**config.mk**
```make
export PLATFORM = sky130hd
export DESIGN_NAME = axi_slv_wr_ctrl_flat
export DESIGN_NICKNAME = d
export VERILOG_FILES = /design/src/rtl/axi_slv_wr_ctrl_pkg.sv /design/src/rtl/axi_slv_wr_ctrl_if.sv /design/src/rtl/axi_slv_wr_ctrl_addr_gen.sv /design/src/rtl/axi_slv_wr_ctrl.sv /design/src/flat_wrapper.sv
export SDC_FILE = /design/constraint.sdc
export NUM_CORES = 1
export LEC_CHECK = 0
export ABC_AREA = 1
export BUFFER_PORTS_ARGS = -buffer_cell sky130_fd_sc_hd__buf_2
export CAP_MARGIN = 20
export CORE_MARGIN = 5
export CORE_UTILIZATION = 60
export CTS_CLUSTER_SIZE = 28
export DETAILED_ROUTE_END_ITERATION = 12
export GPL_TIMING_DRIVEN = 0
export PLACE_DENSITY = 0.91
export SKIP_LAST_GASP = 1
export SLEW_MARGIN = 10
export SYNTH_ARGS = -nofsm -noshare
export SYNTH_HDL_FRONTEND = slang
export SYNTH_SLANG_ARGS = --single-unit
```
**constraint.sdc**
```tcl
create_clock -name ACLK -period 13.1 [get_ports ACLK]
set_input_delay 0 -clock ACLK [delete_from_list [all_inputs] [get_ports ACLK]]
set_output_delay 0 -clock ACLK [all_outputs]
set_load 0.005 [all_outputs]
```
**src/rtl/axi_slv_wr_ctrl_pkg.sv**
```systemverilog
// rtl/axi_slv_wr_ctrl_pkg.sv - shared AXI write-path types, widths and helpers
package axi_slv_wr_ctrl_pkg;

  localparam int ADDR_WIDTH = 32;
  localparam int DATA_WIDTH = 32;
  localparam int ID_WIDTH   = 4;

  typedef enum logic [1:0] {
    BURST_FIXED = 2'b00,
    BURST_INCR  = 2'b01,
    BURST_WRAP  = 2'b10,
    BURST_RSVD  = 2'b11
  } axi_burst_e;

  typedef enum logic [1:0] {
    RESP_OKAY   = 2'b00,
    RESP_EXOKAY = 2'b01,
    RESP_SLVERR = 2'b10,
    RESP_DECERR = 2'b11
  } axi_resp_e;

  typedef enum logic [1:0] {
    WR_IDLE = 2'd0,
    WR_DATA = 2'd1,
    WR_RESP = 2'd2
  } wr_state_e;

  // WRAP bursts are only legal with 2, 4, 8 or 16 beats.
  function automatic logic wrap_len_ok(input logic [7:0] len);
    return (len == 8'd1) || (len == 8'd3) || (len == 8'd7) || (len == 8'd15);
  endfunction

endpackage

```
**src/rtl/axi_slv_wr_ctrl_if.sv**
```systemverilog
// rtl/axi_slv_wr_ctrl_if.sv - AXI4 write-channel bundle (AW, W, B) with modports
interface axi_slv_wr_ctrl_if
  import axi_slv_wr_ctrl_pkg::*;
#(
  parameter int ADDR_WIDTH = axi_slv_wr_ctrl_pkg::ADDR_WIDTH,
  parameter int DATA_WIDTH = axi_slv_wr_ctrl_pkg::DATA_WIDTH,
  parameter int ID_WIDTH   = axi_slv_wr_ctrl_pkg::ID_WIDTH
) ();

  logic [ID_WIDTH-1:0]     AWID;
  logic [ADDR_WIDTH-1:0]   AWADDR;
  logic [7:0]              AWLEN;
  logic [2:0]              AWSIZE;
  logic [1:0]              AWBURST;
  logic [2:0]              AWPROT;
  logic                    AWVALID;
  logic                    AWREADY;

  logic [ID_WIDTH-1:0]     WID;
  logic [DATA_WIDTH-1:0]   WDATA;
  logic [DATA_WIDTH/8-1:0] WSTRB;
  logic                    WLAST;
  logic                    WVALID;
  logic                    WREADY;

  logic [ID_WIDTH-1:0]     BID;
  logic [1:0]              BRESP;
  logic                    BVALID;
  logic                    BREADY;

  modport master (
    output AWID, AWADDR, AWLEN, AWSIZE, AWBURST, AWPROT, AWVALID,
    input  AWREADY,
    output WID, WDATA, WSTRB, WLAST, WVALID,
    input  WREADY,
    input  BID, BRESP, BVALID,
    output BREADY
  );

  modport slave (
    input  AWID, AWADDR, AWLEN, AWSIZE, AWBURST, AWPROT, AWVALID,
    output AWREADY,
    input  WID, WDATA, WSTRB, WLAST, WVALID,
    output WREADY,
    output BID, BRESP, BVALID,
    input  BREADY
  );

endinterface

```
**src/rtl/axi_slv_wr_ctrl_addr_gen.sv**
```systemverilog
// rtl/axi_slv_wr_ctrl_addr_gen.sv - combinational next-beat address for FIXED/INCR/WRAP bursts
module axi_slv_wr_ctrl_addr_gen
  import axi_slv_wr_ctrl_pkg::*;
#(
  parameter int ADDR_WIDTH = axi_slv_wr_ctrl_pkg::ADDR_WIDTH
) (
  input  logic [ADDR_WIDTH-1:0] addr_i,
  input  logic [2:0]            size_i,
  input  logic [7:0]            len_i,
  input  logic [1:0]            burst_i,
  output logic [ADDR_WIDTH-1:0] next_addr_o
);

  logic [ADDR_WIDTH-1:0] bytes;
  logic [ADDR_WIDTH-1:0] total;
  logic [ADDR_WIDTH-1:0] lower;
  logic [ADDR_WIDTH-1:0] incr;

  assign bytes = ADDR_WIDTH'(1) << size_i;
  assign total = (ADDR_WIDTH'(len_i) + ADDR_WIDTH'(1)) << size_i;
  assign lower = addr_i & ~(total - ADDR_WIDTH'(1));
  assign incr  = addr_i + bytes;

  always_comb begin
    next_addr_o = addr_i;
    case (burst_i)
      BURST_FIXED: next_addr_o = addr_i;
      BURST_INCR:  next_addr_o = incr;
      // Stepping onto the upper boundary folds back to the wrap base.
      BURST_WRAP:  next_addr_o = (incr == lower + total) ? lower : incr;
      default:     next_addr_o = addr_i;
    endcase
  end

endmodule

```
**src/rtl/axi_slv_wr_ctrl.sv**
```systemverilog
// rtl/axi_slv_wr_ctrl.sv - AXI4 slave write controller: one AW burst, its W beats, one B
module axi_slv_wr_ctrl
  import axi_slv_wr_ctrl_pkg::*;
#(
  parameter int ADDR_WIDTH = axi_slv_wr_ctrl_pkg::ADDR_WIDTH,
  parameter int DATA_WIDTH = axi_slv_wr_ctrl_pkg::DATA_WIDTH,
  parameter int ID_WIDTH   = axi_slv_wr_ctrl_pkg::ID_WIDTH
) (
  input  logic                    ACLK,
  input  logic                    ARESET,
  axi_slv_wr_ctrl_if.slave        s_axi,
  output logic                    mem_wr_en,
  output logic [ADDR_WIDTH-1:0]   mem_wr_addr,
  output logic [DATA_WIDTH-1:0]   mem_wr_data,
  output logic [DATA_WIDTH/8-1:0] mem_wr_strb
);

  localparam int STRB_W    = DATA_WIDTH / 8;
  localparam int LOG2_STRB = $clog2(STRB_W);
  localparam logic [ADDR_WIDTH-1:0] ALIGN_MASK = ~ADDR_WIDTH'(STRB_W - 1);

  localparam logic [1:0] ST_IDLE = WR_IDLE;
  localparam logic [1:0] ST_DATA = WR_DATA;
  localparam logic [1:0] ST_RESP = WR_RESP;

  logic [1:0]            state_q, state_d;
  logic [ID_WIDTH-1:0]   id_q, id_d;
  logic [ADDR_WIDTH-1:0] addr_q, addr_d;
  logic [7:0]            len_q, len_d;
  logic [2:0]            size_q, size_d;
  logic [1:0]            burst_q, burst_d;
  logic [7:0]            cnt_q, cnt_d;
  logic                  err_q, err_d;
  logic                  supp_q, supp_d;
  logic [1:0]            bresp_q, bresp_d;

  logic                  aw_hs, w_hs, b_hs;
  logic                  last_beat, wlast_bad, aw_illegal;
  logic [ADDR_WIDTH-1:0] next_addr;

  logic unused_ok;
  assign unused_ok = ^{s_axi.AWPROT, s_axi.WID};

  assign s_axi.AWREADY = (state_q == ST_IDLE) && !ARESET;
  assign s_axi.WREADY  = (state_q == ST_DATA);
  assign s_axi.BVALID  = (state_q == ST_RESP);
  assign s_axi.BID     = id_q;
  assign s_axi.BRESP   = bresp_q;

  assign aw_hs = s_axi.AWVALID && s_axi.AWREADY;
  assign w_hs  = s_axi.WVALID && s_axi.WREADY;
  assign b_hs  = s_axi.BVALID && s_axi.BREADY;

  // The beat count ends the burst; WLAST only feeds the error flag.
  assign last_beat = (cnt_q == len_q);
  assign wlast_bad = s_axi.WLAST ^ last_beat;

  assign aw_illegal = (s_axi.AWBURST == BURST_RSVD)
                   || (s_axi.AWSIZE > 3'(LOG2_STRB))
                   || ((s_axi.AWBURST == BURST_WRAP) && !wrap_len_ok(s_axi.AWLEN));

  assign mem_wr_en   = w_hs && !supp_q && !ARESET;
  assign mem_wr_addr = addr_q & ALIGN_MASK;
  assign mem_wr_data = s_axi.WDATA;
  assign mem_wr_strb = s_axi.WSTRB;

  axi_slv_wr_ctrl_addr_gen #(
    .ADDR_WIDTH (ADDR_WIDTH)
  ) u_addr_gen (
    .addr_i      (addr_q),
    .size_i      (size_q),
    .len_i       (len_q),
    .burst_i     (burst_q),
    .next_addr_o (next_addr)
  );

  always_comb begin
    state_d = state_q;
    id_d    = id_q;
    addr_d  = addr_q;
    len_d   = len_q;
    size_d  = size_q;
    burst_d = burst_q;
    cnt_d   = cnt_q;
    err_d   = err_q;
    supp_d  = supp_q;
    bresp_d = bresp_q;
    case (state_q)
      ST_IDLE: begin
        if (aw_hs) begin
          id_d    = s_axi.AWID;
          addr_d  = s_axi.AWADDR;
          len_d   = s_axi.AWLEN;
          size_d  = s_axi.AWSIZE;
          burst_d = s_axi.AWBURST;
          cnt_d   = 8'd0;
          err_d   = 1'b0;
          supp_d  = aw_illegal;
          state_d = ST_DATA;
        end
      end
      ST_DATA: begin
        if (w_hs) begin
          addr_d = next_addr;
          cnt_d  = cnt_q + 8'd1;
          err_d  = err_q || wlast_bad;
          if (last_beat) begin
            cnt_d   = 8'd0;
            bresp_d = (err_q || wlast_bad || supp_q) ? RESP_SLVERR : RESP_OKAY;
            state_d = ST_RESP;
          end
        end
      end
      ST_RESP: begin
        if (b_hs) begin
          state_d = ST_IDLE;
        end
      end
      default: state_d = ST_IDLE;
    endcase
  end

  always_ff @(posedge ACLK or posedge ARESET) begin
    if (ARESET) begin
      state_q <= ST_IDLE;
      id_q    <= '0;
      addr_q  <= '0;
      len_q   <= 8'd0;
      size_q  <= 3'd0;
      burst_q <= 2'd0;
      cnt_q   <= 8'd0;
      err_q   <= 1'b0;
      supp_q  <= 1'b0;
      bresp_q <= 2'b00;
    end else begin
      state_q <= state_d;
      id_q    <= id_d;
      addr_q  <= addr_d;
      len_q   <= len_d;
      size_q  <= size_d;
      burst_q <= burst_d;
      cnt_q   <= cnt_d;
      err_q   <= err_d;
      supp_q  <= supp_d;
      bresp_q <= bresp_d;
    end
  end

endmodule

```
**src/flat_wrapper.sv**
```systemverilog
// flat-port wrapper written by rule: the top's interface ports become plain ports
module axi_slv_wr_ctrl_flat import axi_slv_wr_ctrl_pkg::*;
#(
  parameter int ADDR_WIDTH = axi_slv_wr_ctrl_pkg::ADDR_WIDTH,
  parameter int DATA_WIDTH = axi_slv_wr_ctrl_pkg::DATA_WIDTH,
  parameter int ID_WIDTH   = axi_slv_wr_ctrl_pkg::ID_WIDTH
)
  (ACLK, ARESET, mem_wr_en, mem_wr_addr, mem_wr_data, mem_wr_strb, s_axi_AWID, s_axi_AWADDR, s_axi_AWLEN, s_axi_AWSIZE, s_axi_AWBURST, s_axi_AWPROT, s_axi_AWVALID, s_axi_AWREADY, s_axi_WID, s_axi_WDATA, s_axi_WSTRB, s_axi_WLAST, s_axi_WVALID, s_axi_WREADY, s_axi_BID, s_axi_BRESP, s_axi_BVALID, s_axi_BREADY);
  axi_slv_wr_ctrl_if #(.ADDR_WIDTH(ADDR_WIDTH), .DATA_WIDTH(DATA_WIDTH), .ID_WIDTH(ID_WIDTH)) s_axi_i ();
  input  logic ACLK;
  input  logic ARESET;
  output logic mem_wr_en;
  output logic [ADDR_WIDTH-1:0] mem_wr_addr;
  output logic [DATA_WIDTH-1:0] mem_wr_data;
  output logic [DATA_WIDTH/8-1:0] mem_wr_strb;
  input wire logic [$bits(s_axi_i.AWID)-1:0] s_axi_AWID;
  input wire logic [$bits(s_axi_i.AWADDR)-1:0] s_axi_AWADDR;
  input wire logic [$bits(s_axi_i.AWLEN)-1:0] s_axi_AWLEN;
  input wire logic [$bits(s_axi_i.AWSIZE)-1:0] s_axi_AWSIZE;
  input wire logic [$bits(s_axi_i.AWBURST)-1:0] s_axi_AWBURST;
  input wire logic [$bits(s_axi_i.AWPROT)-1:0] s_axi_AWPROT;
  input wire logic [$bits(s_axi_i.AWVALID)-1:0] s_axi_AWVALID;
  output wire logic [$bits(s_axi_i.AWREADY)-1:0] s_axi_AWREADY;
  input wire logic [$bits(s_axi_i.WID)-1:0] s_axi_WID;
  input wire logic [$bits(s_axi_i.WDATA)-1:0] s_axi_WDATA;
  input wire logic [$bits(s_axi_i.WSTRB)-1:0] s_axi_WSTRB;
  input wire logic [$bits(s_axi_i.WLAST)-1:0] s_axi_WLAST;
  input wire logic [$bits(s_axi_i.WVALID)-1:0] s_axi_WVALID;
  output wire logic [$bits(s_axi_i.WREADY)-1:0] s_axi_WREADY;
  output wire logic [$bits(s_axi_i.BID)-1:0] s_axi_BID;
  output wire logic [$bits(s_axi_i.BRESP)-1:0] s_axi_BRESP;
  output wire logic [$bits(s_axi_i.BVALID)-1:0] s_axi_BVALID;
  input wire logic [$bits(s_axi_i.BREADY)-1:0] s_axi_BREADY;
  assign s_axi_i.AWID = s_axi_AWID;
  assign s_axi_i.AWADDR = s_axi_AWADDR;
  assign s_axi_i.AWLEN = s_axi_AWLEN;
  assign s_axi_i.AWSIZE = s_axi_AWSIZE;
  assign s_axi_i.AWBURST = s_axi_AWBURST;
  assign s_axi_i.AWPROT = s_axi_AWPROT;
  assign s_axi_i.AWVALID = s_axi_AWVALID;
  assign s_axi_AWREADY = s_axi_i.AWREADY;
  assign s_axi_i.WID = s_axi_WID;
  assign s_axi_i.WDATA = s_axi_WDATA;
  assign s_axi_i.WSTRB = s_axi_WSTRB;
  assign s_axi_i.WLAST = s_axi_WLAST;
  assign s_axi_i.WVALID = s_axi_WVALID;
  assign s_axi_WREADY = s_axi_i.WREADY;
  assign s_axi_BID = s_axi_i.BID;
  assign s_axi_BRESP = s_axi_i.BRESP;
  assign s_axi_BVALID = s_axi_i.BVALID;
  assign s_axi_i.BREADY = s_axi_BREADY;
  axi_slv_wr_ctrl #(.ADDR_WIDTH(ADDR_WIDTH), .DATA_WIDTH(DATA_WIDTH), .ID_WIDTH(ID_WIDTH)) u_core (.ACLK(ACLK), .ARESET(ARESET), .s_axi(s_axi_i), .mem_wr_en(mem_wr_en), .mem_wr_addr(mem_wr_addr), .mem_wr_data(mem_wr_data), .mem_wr_strb(mem_wr_strb));
endmodule
```
==> impl_metrics.json <==
{
  "max-vdd-ir-drop_v": 0.000149,
  "htree_levels": 3,
  "crit_type": "flop to flop",
  "synth_top_family_by_area": "simple AND/OR/NAND/NOR gates",
  "die_area_mm2": 0.0163,
  "post-route-drc-count": 0,
  "layout.nets": 1709,
  "status": "complete, no violations",
  "synth_fa_ha_area_share_pct": 3.85,
  "synth_area_leaders": "dfrtp_1 (19%), nand2_1 (18%), nand3_1 (11%), inv_1 (8.6%), buf_4 (6.3%)",
  "p_per_area_mw_per_mm2": 303,
  "placed_cells": 1706,
  "initial_utilization_pct": 60.6,
  "crit_path_end_kind": "flop",
  "period_share_pct": 42.1,
  "die_x_um": 128,
  "p_leak_nw": 5.64,
  "clockRootBuffer": "clkbuf_16",
  "grt_usage_pct": 32.0,
  "clk_pin_slew_worst_paths_ps": 60,
  "max_slew_margin_pct": 47.8,
  "wirelength_um": 26200,
  "grt_pass1_vias": 9146,
  "syn_to_final_growth_pct": 19.9,
  "ys_top_cells_by_count": "nand2_1 (391), inv_1 (191), nand3_1 (183)",
  "critPathLaunchType": "flop",
  "cts_resized": 0,
  "syn_area_per_cell_um2": 5.96,
  "clockBufferDepth": 2,
  "fin_setup_tns_ps": 0,
  "post-dp-hpwl_um": 19200,
  "critPathMaxFanout": 10,
  "final.fill_count": 1170,
  "grt_max_degree": 63,
  "drive_gt1_share_pct": 20.4,
  "required_ps": 13320,
  "synth_area_mm2": 0.00831,
  "cts_tree": "done",
  "dr_total_vias": 9667,
  "fin_crit_ps": 5520,
  "total_power_mw": 3.02,
  "hold_violations": 0,
  "wl_per_cell_um": 14.8,
  "synth-edff-count": 0,
  "worst_path_max_delay_cell": "dfrtp_1",
  "antenna_found_initial": 0,
  "crit_arrival_ps": 5740,
  "ys_ff_latch": 62,
  "port_buffers": 129,
  "crit_family": "simple AND/OR/NAND/NOR gates",
  "hp-class": "primary input to flop",
  "slowest_delay_ps": 480,
  "synth_compound_area_share_pct": 10.1,
  "grt_pass1_wl_um": 42900,
  "num_rows": 43,
  "yosysSeqAreaShare_pct": 18.7,
  "worst_path_most_repeated_cell": "nand3_1",
  "dr.first_iter.drc_count": 816,
  "async_reset_ff_share_pct": 100,
  "synthXorXnorAreaFrac_pct": 4.74,
  "ys_warn_count": 0,
  "cts_inserted_buffers": 9,
  "dieHeight_um": 128,
  "grt_overflow": 0,
  "synthSimpleGateAreaFrac_pct": 44.3,
  "cts_setup_buffers": 0,
  "tightest_slew_ps": 783,
  "gp_congestion": 0.993,
  "clk_latency_ps": 360,
  "core_area_mm2": 0.0137,
  "yosysTopAreaCell": "dfrtp_1",
  "ys_dominant_reg_cell": "dfrtp_1",
  "stdcell_count": 1771,
  "postSynthCellCount": 1395,
  "cp_num_buf_inv": 6,
  "diodes": 0,
  "clock_sinks": 62,
  "fmax_mhz": 181,
  "final_max_slew_viol_count": 0,
  "io_pins": 176,
  "finalSetupViolCount": 0,
  "cap_violations": 0,
  "via_per_inst": 5.46,
  "fin_skew_ps": 14.6,
  "synth.top_cell.area_share_pct": 18.7,
  "rsz0062_at_grt": "false",
  "ant_nets": 0,
  "muxShareOfSynthArea_pct": 0,
  "yosysMostFrequentCell": "nand2_1",
  "drt_first_pass_iters": 6,
  "ys_types": 51
}
==> cells in the final DEF, fill, tap and decap left out, types with 3 or more instances in the layout <==
master / synthesis / final
nand2_1: 391 / 391
inv_1: 191 / 190
nand3_1: 183 / 183
buf_2: 13 / 142
nor2_1: 98 / 98
a21oi_1: 95 / 95
buf_4: 70 / 70
dfrtp_1: 62 / 62
dlygate4sd3_1: 0 / 49
xor2_1: 38 / 38
o21ai_0: 33 / 33
ha_1: 24 / 24
nand2_2: 20 / 20
nand4_1: 20 / 20
nor3_1: 18 / 18
nand3_2: 16 / 16
clkbuf_1: 15 / 15
nor2_2: 14 / 14
inv_2: 10 / 10
clkbuf_16: 0 / 9
buf_6: 8 / 8
nor2_4: 7 / 7
xnor2_1: 7 / 7
nand3b_1: 6 / 6
nor3_2: 5 / 5
nor4_1: 5 / 5
clkinv_1: 4 / 4
or2_2: 4 / 4
clkinv_4: 0 / 4
nand2_4: 3 / 3
a31oi_1: 3 / 3
o21a_1: 3 / 3
o22ai_1: 3 / 3
a21boi_0: 3 / 3
conb_1: 1 / 3
==> state kept, by name, summed over array words and instances (netlist names) <==
register            cells
u_core.burst_q          2
u_core.state_q          2
u_core.supp_q           1
u_core.cnt_q            8
u_core.size_q           3
u_core.s_axi.BRESP      1
u_core.s_axi.BID        4
u_core.len_q            8
u_core.addr_q          32
u_core.err_q            1
==> path summary, 6_finish.rpt <==
| kind | cells after the start | slack (ps) | start | endpoint |
|---|---|---|---|---|
| worst max-delay path | 34 | 7580 | u_core.len_q[0] | u_core.addr_q[31] |
| max in group asynchronous | 3 | 12190 | ARESET | u_core.addr_q[14] |
| worst min-delay path | 3 | 40 | s_axi_AWADDR[10] | u_core.addr_q[10] |
| worst max register to register | 34 | 7580 | u_core.len_q[0] | u_core.addr_q[31] |
| min in group asynchronous | 3 | 390 | ARESET | u_core.s_axi.BID[3] |
| worst min register to register | 2 | 500 | u_core.burst_q[0] | u_core.burst_q[0] |
==> power by group <==
group          switching (mW)  internal (mW)
Sequential              0.114          0.279
Combinational            1.55          0.838
Clock                   0.108          0.130
==> stage by stage <==
stage,setup WS [ps],util (%),instance area (µm²),hold WS [ps]
CTS,7700,72.6,9960,15.8
global route,7040,72.6,9960,46.7
global placement,7820,67.0,9190,168
floorplan,8590,-,8320,36.5
detailed placement,7750,67.0,9190,168
finish,7580,72.6,9960,35.5
==> cell families after synthesis <==
group / count (synthesis)
simple gates: 796
buf+inv: 312
compound gates: 154
flops: 62
xor+xnor: 45
fa+ha+maj: 25
other cells: 1
==> final cells by class <==
| type | instances | area, µm² | share of cell area, % |
|---|---|---|---|
| Inverter | 206 | 778 | 7.81 |
| Timing Repair Buffer | 178 | 1140 | 11.4 |
| Tap cell | 180 | 225 | 2.26 |
| Sequential cell | 62 | 1550 | 15.6 |
| Buffer | 106 | 737 | 7.40 |
| Clock buffer | 9 | 225 | 2.26 |
| Clock inverter | 7 | 57.6 | 0.578 |
| Multi-Input combinational cell | 1023 | 5250 | 52.7 |
==> tightest hold or removal path: cells and delay by family <==
family	cells	cell delay, ps
buffers and inverters	1	70
AO/OA/AOI/OAI	2	270
==> metal layers <==
| layer | routed length (µm) | global-route usage, % | part of all wire, % |
|---|---|---|---|
| met1 | 10700 | 41.0 | 41 |
| met3 | 2400 | 4.79 | 9.2 |
| met2 | 12400 | 54.7 | 47 |
| met5 | 0 | 0 | 0 |
| met4 | 696 | 12.2 | 2.7 |
==> what timing repair did <==
action,CTS,global route
hold endpoints to repair,110,0
hold buffers,49,0
endpoints found under the setup margin,0,0
(Power assumes the default switching activity.)
